--- config.mk ---
export PLATFORM = sky130hd
export DESIGN_NAME = c_tile_dispatcher
export DESIGN_NICKNAME = d
export VERILOG_FILES = /design/src/rtl/c_tile_dispatcher.sv
export SDC_FILE = /design/constraint.sdc
export NUM_CORES = 2
export LEC_CHECK = 0
export CAP_MARGIN = 40
export CORE_ASPECT_RATIO = 1.25
export CORE_MARGIN = 4
export CORE_UTILIZATION = 60
export DETAILED_ROUTE_END_ITERATION = 12
export DONT_BUFFER_PORTS = 1
export PLACE_DENSITY = 0.79
export REMOVE_ABC_BUFFERS = 1
export SYNTH_ARGS = -nofsm -noshare
export SYNTH_HDL_FRONTEND = slang
export SYNTH_SLANG_ARGS = --single-unit
--- constraint.sdc ---
create_clock -name clk -period 10.34 [get_ports clk]
set_input_delay 1.551 -clock clk [delete_from_list [all_inputs] [get_ports clk]]
set_output_delay 1.551 -clock clk [all_outputs]
set_load 0.02 [all_outputs]
--- src/rtl/c_tile_dispatcher.sv ---
// C-output dispatcher: hands each output writer the C tile addresses of its processor in raster order
// through one shared, round-robin granted address generator, then counts tile completions until done.
module c_tile_dispatcher #(
    parameter int N                   = 4,
    parameter int ROWS_PROCESSORS     = 2,
    parameter int COLS_PROCESSORS     = 2,
    parameter int NUM_PROCESSORS      = ROWS_PROCESSORS * COLS_PROCESSORS,
    parameter int MEMORY_ADDRESS_BITS = 64,
    parameter int MAX_MATRIX_LENGTH   = 4096,
    parameter int C_ELEM_BYTES        = 4,
    parameter int LEN_BITS            = $clog2(MAX_MATRIX_LENGTH + 1)
) (
    input  logic                           clk,
    input  logic                           reset,
    input  logic                           cmd_valid,
    output logic                           cmd_ready,
    input  logic [MEMORY_ADDRESS_BITS-1:0] cmd_c_addr,
    input  logic [LEN_BITS-1:0]            cmd_len,
    output logic [NUM_PROCESSORS-1:0]      c_address_valids,
    input  logic [NUM_PROCESSORS-1:0]      c_address_readys,
    output logic [MEMORY_ADDRESS_BITS-1:0] c_address_out,
    input  logic [NUM_PROCESSORS-1:0]      tile_done,
    output logic                           done,
    output logic                           err
);

    // state | meaning
    // IDLE  | waiting for a job
    // GRANT | pick the next ready writer that still owes passes
    // OFFER | address held on the bus until the granted writer takes it
    // WAIT  | all addresses issued, counting remaining tile completions
    // DONE  | job finished (or rejected, err=1); a new job may be accepted

    localparam int NP       = NUM_PROCESSORS;
    localparam int MAB      = MEMORY_ADDRESS_BITS;
    localparam int T_BITS   = $clog2(MAX_MATRIX_LENGTH / N + 1);
    localparam int CNT_BITS = 2 * T_BITS;
    localparam int IDX_BITS = (NP > 1) ? $clog2(NP) : 1;

    localparam logic [LEN_BITS-1:0] MAX_LEN = LEN_BITS'(MAX_MATRIX_LENGTH);
    localparam logic [LEN_BITS-1:0] ROW_MOD = LEN_BITS'(N * ROWS_PROCESSORS);
    localparam logic [LEN_BITS-1:0] COL_MOD = LEN_BITS'(N * COLS_PROCESSORS);

    typedef enum logic [2:0] {S_IDLE, S_GRANT, S_OFFER, S_WAIT, S_DONE} state_t;

    state_t r_state;
    state_t w_next;

    logic [MAB-1:0]      r_base;
    logic [LEN_BITS-1:0] r_len;
    logic [T_BITS-1:0]   r_cg;
    logic [CNT_BITS-1:0] r_p;
    logic [CNT_BITS-1:0] r_total;
    logic [CNT_BITS-1:0] r_completed;
    logic [CNT_BITS-1:0] r_issued  [NP];
    logic [T_BITS-1:0]   r_pass_rg [NP];
    logic [T_BITS-1:0]   r_pass_cg [NP];
    logic [IDX_BITS-1:0] r_ptr;
    logic [IDX_BITS-1:0] r_win;
    logic [NP-1:0]       r_valids;
    logic [MAB-1:0]      r_addr;
    logic                r_err;

    logic                w_accept;
    logic                w_legal;
    logic [T_BITS-1:0]   w_t;
    logic [T_BITS-1:0]   w_rg;
    logic [T_BITS-1:0]   w_cg;
    logic [CNT_BITS-1:0] w_p;
    logic [CNT_BITS-1:0] w_total;
    logic [NP-1:0]       w_elig;
    logic                w_all_issued;
    logic                w_found;
    logic [IDX_BITS-1:0] w_pick;
    int                  w_idx;
    logic [MAB-1:0]      w_row;
    logic [MAB-1:0]      w_col;
    logic [MAB-1:0]      w_addr;
    logic                w_hs;
    logic                w_counting;
    logic [CNT_BITS-1:0] w_pop;
    logic [CNT_BITS-1:0] w_sum;
    logic [CNT_BITS-1:0] w_comp_next;

    assign w_legal = (cmd_len != '0) && (cmd_len <= MAX_LEN) &&
                     ((cmd_len % ROW_MOD) == '0) && ((cmd_len % COL_MOD) == '0);
    assign w_t     = T_BITS'(cmd_len / LEN_BITS'(N));
    assign w_rg    = w_t / T_BITS'(ROWS_PROCESSORS);
    assign w_cg    = w_t / T_BITS'(COLS_PROCESSORS);
    assign w_p     = CNT_BITS'(w_rg) * CNT_BITS'(w_cg);
    assign w_total = CNT_BITS'(w_t) * CNT_BITS'(w_t);

    assign w_accept = cmd_valid && cmd_ready;
    assign w_hs     = (r_state == S_OFFER) && ((r_valids & c_address_readys) != '0);

    always_comb begin
        w_elig       = '0;
        w_all_issued = 1'b1;
        for (int i = 0; i < NP; i++) begin
            w_elig[i] = c_address_readys[i] && (r_issued[i] < r_p);
            if (r_issued[i] != r_p) w_all_issued = 1'b0;
        end
    end

    // Scan from the pointer upwards with wrap; the lowest distance from the pointer wins.
    always_comb begin
        w_found = 1'b0;
        w_pick  = '0;
        w_idx   = 0;
        for (int k = NP - 1; k >= 0; k--) begin
            w_idx = int'(r_ptr) + k;
            if (w_idx >= NP) w_idx = w_idx - NP;
            if (w_elig[w_idx]) begin
                w_found = 1'b1;
                w_pick  = IDX_BITS'(w_idx);
            end
        end
    end

    // Per-writer rg/cg pass counters stand in for t/CG and t%CG, avoiding a runtime divider.
    always_comb begin
        w_row  = MAB'(r_pass_rg[w_pick]) * MAB'(ROWS_PROCESSORS) + MAB'(int'(w_pick) / COLS_PROCESSORS);
        w_col  = MAB'(r_pass_cg[w_pick]) * MAB'(COLS_PROCESSORS) + MAB'(int'(w_pick) % COLS_PROCESSORS);
        w_addr = r_base + (w_row * MAB'(N) * MAB'(r_len) + w_col * MAB'(N)) * MAB'(C_ELEM_BYTES);
    end

    assign w_counting  = (r_state == S_GRANT) || (r_state == S_OFFER) || (r_state == S_WAIT);
    assign w_pop       = CNT_BITS'($countones(tile_done));
    assign w_sum       = r_completed + w_pop;
    assign w_comp_next = (w_sum > r_total) ? r_total : w_sum;

    always_ff @(posedge clk) begin
        if (reset) r_state <= S_IDLE;
        else       r_state <= w_next;
    end

    always_comb begin
        w_next    = r_state;
        cmd_ready = 1'b0;
        done      = 1'b0;
        case (r_state)
            S_IDLE: begin
                cmd_ready = 1'b1;
                if (cmd_valid) w_next = w_legal ? S_GRANT : S_DONE;
            end
            S_GRANT: begin
                if (w_all_issued) w_next = S_WAIT;
                else if (w_found) w_next = S_OFFER;
            end
            S_OFFER: begin
                if (w_hs) w_next = S_GRANT;
            end
            S_WAIT: begin
                if (r_completed == r_total) w_next = S_DONE;
            end
            S_DONE: begin
                cmd_ready = 1'b1;
                done      = 1'b1;
                if (cmd_valid) w_next = w_legal ? S_GRANT : S_DONE;
            end
            default: w_next = S_IDLE;
        endcase
    end

    always_ff @(posedge clk) begin
        if (reset) begin
            r_base      <= '0;
            r_len       <= '0;
            r_cg        <= '0;
            r_p         <= '0;
            r_total     <= '0;
            r_completed <= '0;
            r_ptr       <= '0;
            r_win       <= '0;
            r_valids    <= '0;
            r_addr      <= '0;
            r_err       <= 1'b0;
            for (int i = 0; i < NP; i++) begin
                r_issued[i]  <= '0;
                r_pass_rg[i] <= '0;
                r_pass_cg[i] <= '0;
            end
        end else begin
            if (w_accept) begin
                r_base      <= cmd_c_addr;
                r_len       <= cmd_len;
                r_cg        <= w_cg;
                r_p         <= w_p;
                r_total     <= w_total;
                r_completed <= '0;
                r_ptr       <= '0;
                r_err       <= !w_legal;
                for (int i = 0; i < NP; i++) begin
                    r_issued[i]  <= '0;
                    r_pass_rg[i] <= '0;
                    r_pass_cg[i] <= '0;
                end
            end
            if ((r_state == S_GRANT) && !w_all_issued && w_found) begin
                r_addr   <= w_addr;
                r_valids <= NP'(1) << w_pick;
                r_win    <= w_pick;
                r_ptr    <= (w_pick == IDX_BITS'(NP - 1)) ? '0 : w_pick + IDX_BITS'(1);
            end
            if (w_hs) begin
                r_valids        <= '0;
                r_issued[r_win] <= r_issued[r_win] + CNT_BITS'(1);
                if (r_pass_cg[r_win] == r_cg - T_BITS'(1)) begin
                    r_pass_cg[r_win] <= '0;
                    r_pass_rg[r_win] <= r_pass_rg[r_win] + T_BITS'(1);
                end else begin
                    r_pass_cg[r_win] <= r_pass_cg[r_win] + T_BITS'(1);
                end
            end
            if (w_counting) r_completed <= w_comp_next;
        end
    end

    assign c_address_valids = r_valids;
    assign c_address_out    = r_addr;
    assign err              = r_err;

endmodule
Yosys cells after proc, flatten, opt, wreduce, memory -nomap -nowiden
Memories as Yosys holds them, arrays and structs flattened. A register that Yosys moved wholly into a read port is not among the register bits. Index checks and enable logic that the tools add are counted.

Add/subtract/negate cells: 20. Multiply operators: 3. Magnitude comparators: 14. Equal/unequal tests: 15. Shifts and indexed selects: 1. Multiplexer cells: 87. Bitwise logic cells: 14. Reductions and logical operators: 27.

Operators with widths (count): $mux W22 (8); $lt A32 B4 Y1 const B (4); $mux W32 (4); $mux W11 (11); $lt A22 B22 Y1 (4); $ne A22 B22 Y1 (4); $add A64 B31 Y64 (1); $mux W1 (37); $mux W2 (16); $add A28 B15 Y29 (1); $add A12 B1 Y13 (2); $mul A13 B13 Y26 (1); $add A11 B1 Y11 const B (2); $add A22 B1 Y22 const B (1); $add A22 B3 Y22 (1); $eq A22 B22 Y1 (1); $gt A22 B22 Y1 (1); $mul A11 B11 Y22 (1); $reduce_or A11 Y1 (2); $reduce_or A22 Y1 (1); $mul A10 B10 Y20 (1); $mux W3 (6); $le A13 B13 Y1 const B (1); $logic_not A13 Y1 (1); other kinds (32) (69).

Register bits: 229. RAM bits: 176. Input port bits: 88. Output and inout bits: 71. Logic and storage cells: 196. Memories kept: 3.

Memories: r_issued (words 4, bits a word 22, rd ports 5, clocked after Yosys merged registers in 1, write ports 4, line 55) `logic [CNT_BITS-1:0] r_issued [NP];`; r_pass_cg (words 4, bits a word 11, rd ports 2, clocked after Yosys merged registers in 1, write ports 4, line 57) `logic [T_BITS-1:0] r_pass_cg [NP];`; r_pass_rg (words 4, bits a word 11, rd ports 2, clocked after Yosys merged registers in 1, write ports 4, line 56) `logic [T_BITS-1:0] r_pass_rg [NP];`.

Depth between registers and ports, before layout
An unclocked memory read counts as a cell.

Depth in word-level cells: 15. Mapped depth: 48. Mapped depth without buffers: 44.

Least setup slack after synthesis
OpenSTA, ideal clock, no wires.

Path type: in2reg. Start: input c_address_readys[3]. End: register r_addr[34], in the netlist c_address_out[34]. Setup time: 0.091 ns. Arrival time: 11.000 ns. Required time: 10.249 ns. Slack: -0.751 ns. Cell stages on the path: 42. Buffers on the path: 4. Path through: nor4b_1 o221a_2 o311a_1 o21a_1 o221ai_1 a22oi_1 buf_2 mux2i_1 clkbuf_1 o22ai_1 fa_1 inv_1 fa_1 inv_1 fa_1 fa_1 inv_1 fa_1 [... 6 more ...] ha_1 and4_1 a2111oi_0 or3b_2 nor3_1 xor2_1 ha_1 a21o_1 a21oi_1 nor2_1 nor2_1 o21ai_0 o31ai_2 and2_0 clkbuf_1 clkbuf_1 o21ai_0 a311oi_1.

Word-level cells in the longest chain between the ends: 13. Elaborated cells on any way between the ends: 29. Classes of those cells: 4 x add/sub; 1 x mul; 20 x mux; 2 x reduce/logical; 2 x memory.

Ends and longest elaborated chain: from (decl) (line 20) `input logic [NUM_PROCESSORS-1:0] c_address_readys,`; $logic_and A1 B1 Y1 (*) (line 100) `w_elig[i] = c_address_readys[i] && (r_issued[i] < r_p);`; $bmux W1 S2 (line 113) `if (w_elig[w_idx]) begin`; $mux W1 (not written as such) (2 in a row) (line 113); $mux W2 (4 in a row) (line 113); $mem_v2 Z4 W11; $add A12 B1 Y13 (line 122) `w_row = MAB'(r_pass_rg[w_pick]) * MAB'(ROWS_PROCESSORS) + MAB'(int'(w_pick) / COLS_PROCESSORS);`; $mul A13 B13 Y26 (line 124) `w_addr = r_base + (w_row * MAB'(N) * MAB'(r_len) + w_col * MAB'(N)) * MAB'(C_ELEM_BYTES);`; $add A28 B15 Y29 (line 124); $add A64 B31 Y64 (line 124); to (signal assigned) (line 200) `r_addr <= w_addr;`; to (decl) (line 61) `logic [MAB-1:0] r_addr;`.

Mark *: on every way between the ends. The rest lies on a longest branch, timed or not. The select of a mux whose other input is x is not followed. A chain may end at the register's enable or synchronous reset.

Final worst setup path
Start: register r_p[18]. End: register r_addr[58], in the netlist c_address_out[58].

Word-level cells in the longest chain between the ends: 14. Elaborated cells on any way between the ends: 46. Classes of those cells: 4 x add/sub; 1 x mul; 4 x order compare; 4 x eq/ne; 24 x mux; 7 x reduce/logical; 2 x memory.

Ends and longest elaborated chain: from (decl) (line 52) `logic [CNT_BITS-1:0] r_p;`; from (signal assigned) (line 188) `r_p <= w_p;`; $lt A22 B22 Y1 (line 100); $logic_and A1 B1 Y1 (line 100); $bmux W1 S2 (line 113); $mux W1 (not written as such) (2 in a row) (line 113); $mux W2 (4 in a row) (line 113); $mem_v2 Z4 W11; $add A12 B1 Y13 (line 122); $mul A13 B13 Y26 (line 124); $add A28 B15 Y29 (line 124); $add A64 B31 Y64 (line 124).

Parallel ways exist; a longest one is shown, timed or not. The select of a mux whose other input is x is not followed.

==> run summary <==
DIE
-----------------------------------------------------------------------------------------
Die footprint                                                                  0.0586 mm2
Io pins                                                                               159
Overall die height                                                                 270 um
Die span in x                                                                      217 um
Core area                                                                      0.0540 mm2
Site Rows                                                                              95
Effective utilization at floorplan                                                  0.609

YOSYS
-----------------------------------------------------------------------------------------
Mean instance size in the synthesized netlist                                    9.10 um2
Most numerous cell types in the synthesized netlist                          sky130_fd_sc_hd__nand2_1 (427), sky130_fd_sc_hd__inv_1 (359), sky130_fd_sc_hd__nor2_1 (322)
Synth area leaders                                                           sky130_fd_sc_hd__edfxtp_1 (16%), sky130_fd_sc_hd__dfxtp_1 (13%), sky130_fd_sc_hd__fa_1 (12%)
Count of flip-flops with a built-in enable after synthesis                            176
Cell Area, Synth                                                               0.0329 mm2
Sequential cell area fraction in the yosys report                                   0.292
Cell type with the highest aggregate area in the netlist                     sky130_fd_sc_hd__edfxtp_1
Cell count after synthesis                                                           3611
Top flip-flop cell by instance count after synthesis                         sky130_fd_sc_hd__dfxtp_1
Number of warnings reported in the yosys synthesis log                                  0
Library cells used by synthesis                                                        85
Proportion of register bits with asynchronous set or reset after synthesis              0
Area share of the leading cell type in the synthesized netlist                      0.161
Most frequent cell after synthesis                                           sky130_fd_sc_hd__nand2_1
FF+latch count, synth                                                                 391

PLACE
-----------------------------------------------------------------------------------------
Last weighted congestion value of the routability-driven placer                     0.999
Count of port buffers added during placement                                            0
Worst setup timing slack at the placement stage                                 -0.779 ns
Sum of net half-perimeters after detailed placement                              68900 um

POWER AND IR DROP
-----------------------------------------------------------------------------------------
Power dissipated by switching net loads                                           3.22 mW
Gate power share                                                                    0.543
Internal power summed over all cells                                              4.68 mW
Leakage                                                                           16.6 nW
Proportion of power drawn by flip-flops and latches                                 0.249
Part of the total power dissipated in the clock network                             0.208
Sw Share                                                                            0.408
Worst IR drop on VDD                                                               201 uV
Ratio of total power to cell area                                              202 mW/mm2

WORST SETUP PATH
-----------------------------------------------------------------------------------------
Biggest fanout along the worst timing path                                              7
Worst setup path start                                                            r_p[18]
Kind of end point of the critical path                                          flip-flop
Crit start category                                                             flip-flop
Slowest cell on the critical path                                            sky130_fd_sc_hd__fa_1
Crit path arrival time                                                           11.12 ns
Required time at the worst-slack endpoint                                        10.86 ns
Largest incremental delay on the critical path                                    0.59 ns
Type of the setup path with the least slack                                  flip-flop to flip-flop
Start of the worst register-to-register path                                      r_p[18]

CELLS AND AREA
-----------------------------------------------------------------------------------------
Number of fillers in the final layout                                                3796
Number of inserted diodes                                                               0
Synthesis-to-finish area growth                                                     19.1%
Final layout net count                                                               4433
Share of final-layout standard cells stronger than drive strength 1                 0.192
Sequential cell area                                                          0.00960 mm2
Footprint of the multi-input gates                                             0.0226 mm2

TIMING
-----------------------------------------------------------------------------------------
Final worst-path cycle share                                                         1.03
Setup skew after layout                                                         0.0470 ns
Summed negative setup slack over all endpoints                                   -2.80 ns
Setup ws final                                                                  -0.259 ns
Setup repair after global routing missed its margin                                   yes
Count of final setup violators                                                         26
Max Fclk                                                                       0.0944 GHz
Pin slew with the least headroom to its limit                                     1.29 ns
Time the final worst path needs with I/O delays and setup                        10.60 ns
Final number of max-transition violations                                               0
Number of hold violations in the final report                                           0
Worst slew margin                                                                   0.139

ROUTE
-----------------------------------------------------------------------------------------
Top routing layer in use                                                             met5
Final routed wire length divided by cell count                                    20.8 um
Ratio of routed vias to standard cells                                               6.20
Met2 WL                                                                          48500 um
First-pass iteration count of the detailed router                                       6
Number of remaining DRC errors                                                          0
Detailed-route wire length                                                       95900 um
Via Count                                                                           28.6k
Detailed-routing wirelength on met1                                              35200 um
Routed met3 length                                                                6860 um
Post-detailed-route count of antenna-violating nets                                     0
Drt first-iter violations                                                            2296

GLOBAL ROUTING
-----------------------------------------------------------------------------------------
Via count of the first global-routing pass                                          28.5k
Number of antenna violations at the first check in global routing                       1
Maximum number of pins on one net before global-route repair                          198
Global-route wire length before repair                                          146000 um
GRT Resource Usage Total                                                            0.305
Total global routing overflow                                                           0

STATUS
-----------------------------------------------------------------------------------------
Failing checks                                                               negative setup slack
Run status                                                                   finished, violations left

MIN PATH
-----------------------------------------------------------------------------------------
Start point of the worst hold path                                              r_base[1]
Min-Delay Path Class                                                         flip-flop to flip-flop

CLOCKING
-----------------------------------------------------------------------------------------
Clock latency of the later-clocked register in the worst-skew pair                0.63 ns
Clock buffers created by TritonCTS                                                     43
Clock-pin slew on the worst setup and hold paths                                  0.06 ns
CTS root buf                                                                 sky130_fd_sc_hd__clkbuf_16
H-Tree Depth                                                                            2
CTS tree                                                                             done
Number of clock sinks                                                                 391
Maximum count of clock buffers along a single path                                      3

RUN
-----------------------------------------------------------------------------------------
# Max-Cap Violations                                                                    0

power by group through the flow:
| stage | Combinational (mW) | Sequential, mW | Clock [mW] |
|---|---|---|---|
| after CTS | 3.94 | 1.96 | 1.66 |
| after global routing | 4.70 | 1.98 | 1.72 |
| after global placement | 3.71 | 1.98 | 0 |
| after detailed placement | 3.80 | 1.99 | 0 |
| final | 4.29 | 1.97 | 1.64 |
| after floorplan | 2.60 | 1.93 | 0 |
flip-flops by register name, summed over array words and instances, names as in the netlist, 3 cells and up, named ones only:
name	count
r_issued	88
c_address_out	64
r_base	64
r_pass_cg	44
r_pass_rg	44
r_completed	22
r_total	20
r_p	18
r_len	13
c_address_valids	4
r_state	3
path summary, 6_finish.rpt:
check	to	slack (ns)	depth (start not counted)
worst min register to register	r_base[1]	0.45	2
worst max register to register	c_address_out[58]	-0.26	46
worst max-delay path	c_address_out[58]	-0.26	46
worst min-delay path	r_base[1]	0.45	2
layout by cell type, fill, tap and decap left out, types with 14 or more instances in the layout:
| master | Yosys | final |
|---|---|---|
| sky130_fd_sc_hd__a211oi_1 | 53 | 35 |
| sky130_fd_sc_hd__a211oi_2 | 0 | 15 |
| sky130_fd_sc_hd__a21o_1 | 68 | 68 |
| sky130_fd_sc_hd__a21oi_1 | 237 | 222 |
| sky130_fd_sc_hd__and2_1 | 45 | 44 |
| sky130_fd_sc_hd__and3_1 | 26 | 21 |
| sky130_fd_sc_hd__buf_4 | 2 | 340 |
| sky130_fd_sc_hd__buf_6 | 0 | 26 |
| sky130_fd_sc_hd__clkbuf_16 | 0 | 44 |
| sky130_fd_sc_hd__dfxtp_1 | 215 | 207 |
| sky130_fd_sc_hd__edfxtp_1 | 176 | 176 |
| sky130_fd_sc_hd__fa_1 | 197 | 188 |
| sky130_fd_sc_hd__ha_1 | 298 | 272 |
| sky130_fd_sc_hd__ha_4 | 0 | 21 |
| sky130_fd_sc_hd__inv_1 | 359 | 341 |
| sky130_fd_sc_hd__inv_2 | 1 | 17 |
| sky130_fd_sc_hd__mux2i_1 | 86 | 67 |
| sky130_fd_sc_hd__mux2i_4 | 0 | 15 |
| sky130_fd_sc_hd__mux4_2 | 44 | 44 |
| sky130_fd_sc_hd__nand2_1 | 427 | 420 |
| sky130_fd_sc_hd__nand2b_1 | 16 | 14 |
| sky130_fd_sc_hd__nand3_1 | 71 | 67 |
| sky130_fd_sc_hd__nand4_1 | 40 | 40 |
| sky130_fd_sc_hd__nor2_1 | 322 | 313 |
| sky130_fd_sc_hd__nor2b_1 | 16 | 16 |
| sky130_fd_sc_hd__nor3_1 | 38 | 32 |
| sky130_fd_sc_hd__o21a_1 | 21 | 20 |
| sky130_fd_sc_hd__o21ai_0 | 71 | 57 |
| sky130_fd_sc_hd__o22a_1 | 67 | 67 |
| sky130_fd_sc_hd__o22ai_1 | 79 | 66 |
| sky130_fd_sc_hd__o31ai_1 | 14 | 14 |
| sky130_fd_sc_hd__or3_1 | 27 | 24 |
| sky130_fd_sc_hd__xnor2_1 | 135 | 125 |
| sky130_fd_sc_hd__xor2_1 | 65 | 64 |
layer usage:
metal | track usage | vias up
met3 | 0.0468 | 361
met4 | 0.134 | 2
met5 | 0 | -
met2 | 0.549 | 1272
li1 | - | 13059
met1 | 0.359 | 13880
area by class of cell:
type	instances	share of cell area
Multi-Input combinational cell	2671	0.578
Timing Repair Buffer	382	0.0801
Inverter	361	0.0347
Tap cell	727	0.0232
Sequential cell	391	0.245
Clock buffer	53	0.0300
Clock inverter	27	0.00914
cell families (layout without fill, tap and decap cells):
kind of cell    Yosys count  count (layout)  synth area share
compound gates          729             729             0.146
mux                     132             132            0.0570
buf+inv                 552             823            0.0645
xor+xnor                201             201            0.0538
flops                   391             391             0.292
simple gates           1111            1114             0.154
fa+ha+maj               495             495             0.233
worst max-delay path, delay by kind of cell, from the launching register on:
kind	cells	cell delay (ns)
AND/OR/NAND/NOR	13	2.96
XOR/XNOR	2	0.20
adder cells (fa/ha/maj)	9	3.74
buffers and inverters	12	1.39
AO/OA/AOI/OAI	9	1.66
flip-flops	1	0.31
multiplexers	1	0.27
repair_timing:
| action | in CTS | in global routing |
|---|---|---|
| gates cloned | 1 | 3 |
| hold buffers | 0 | 0 |
| buffers inserted | 21 | 32 |
| gates resized for setup | 121 | 202 |
| pin swaps | 50 | 170 |
| endpoints found under the setup margin | 32 | 43 |
metrics by stage:
step	instance area (um2)	power, mW	cells	hold WS (ns)	utilization
finish	39200	7.90	4612	0.452	0.726
global route	39200	8.40	4612	0.474	0.726
global placement	35600	5.69	4474	0.439	0.660
CTS	37900	7.55	4580	0.452	0.702
floorplan	32100	4.53	3420	0.426	-
detailed placement	35700	5.78	4478	0.444	0.661
No activity file was read; power rests on OpenSTA's default activity.
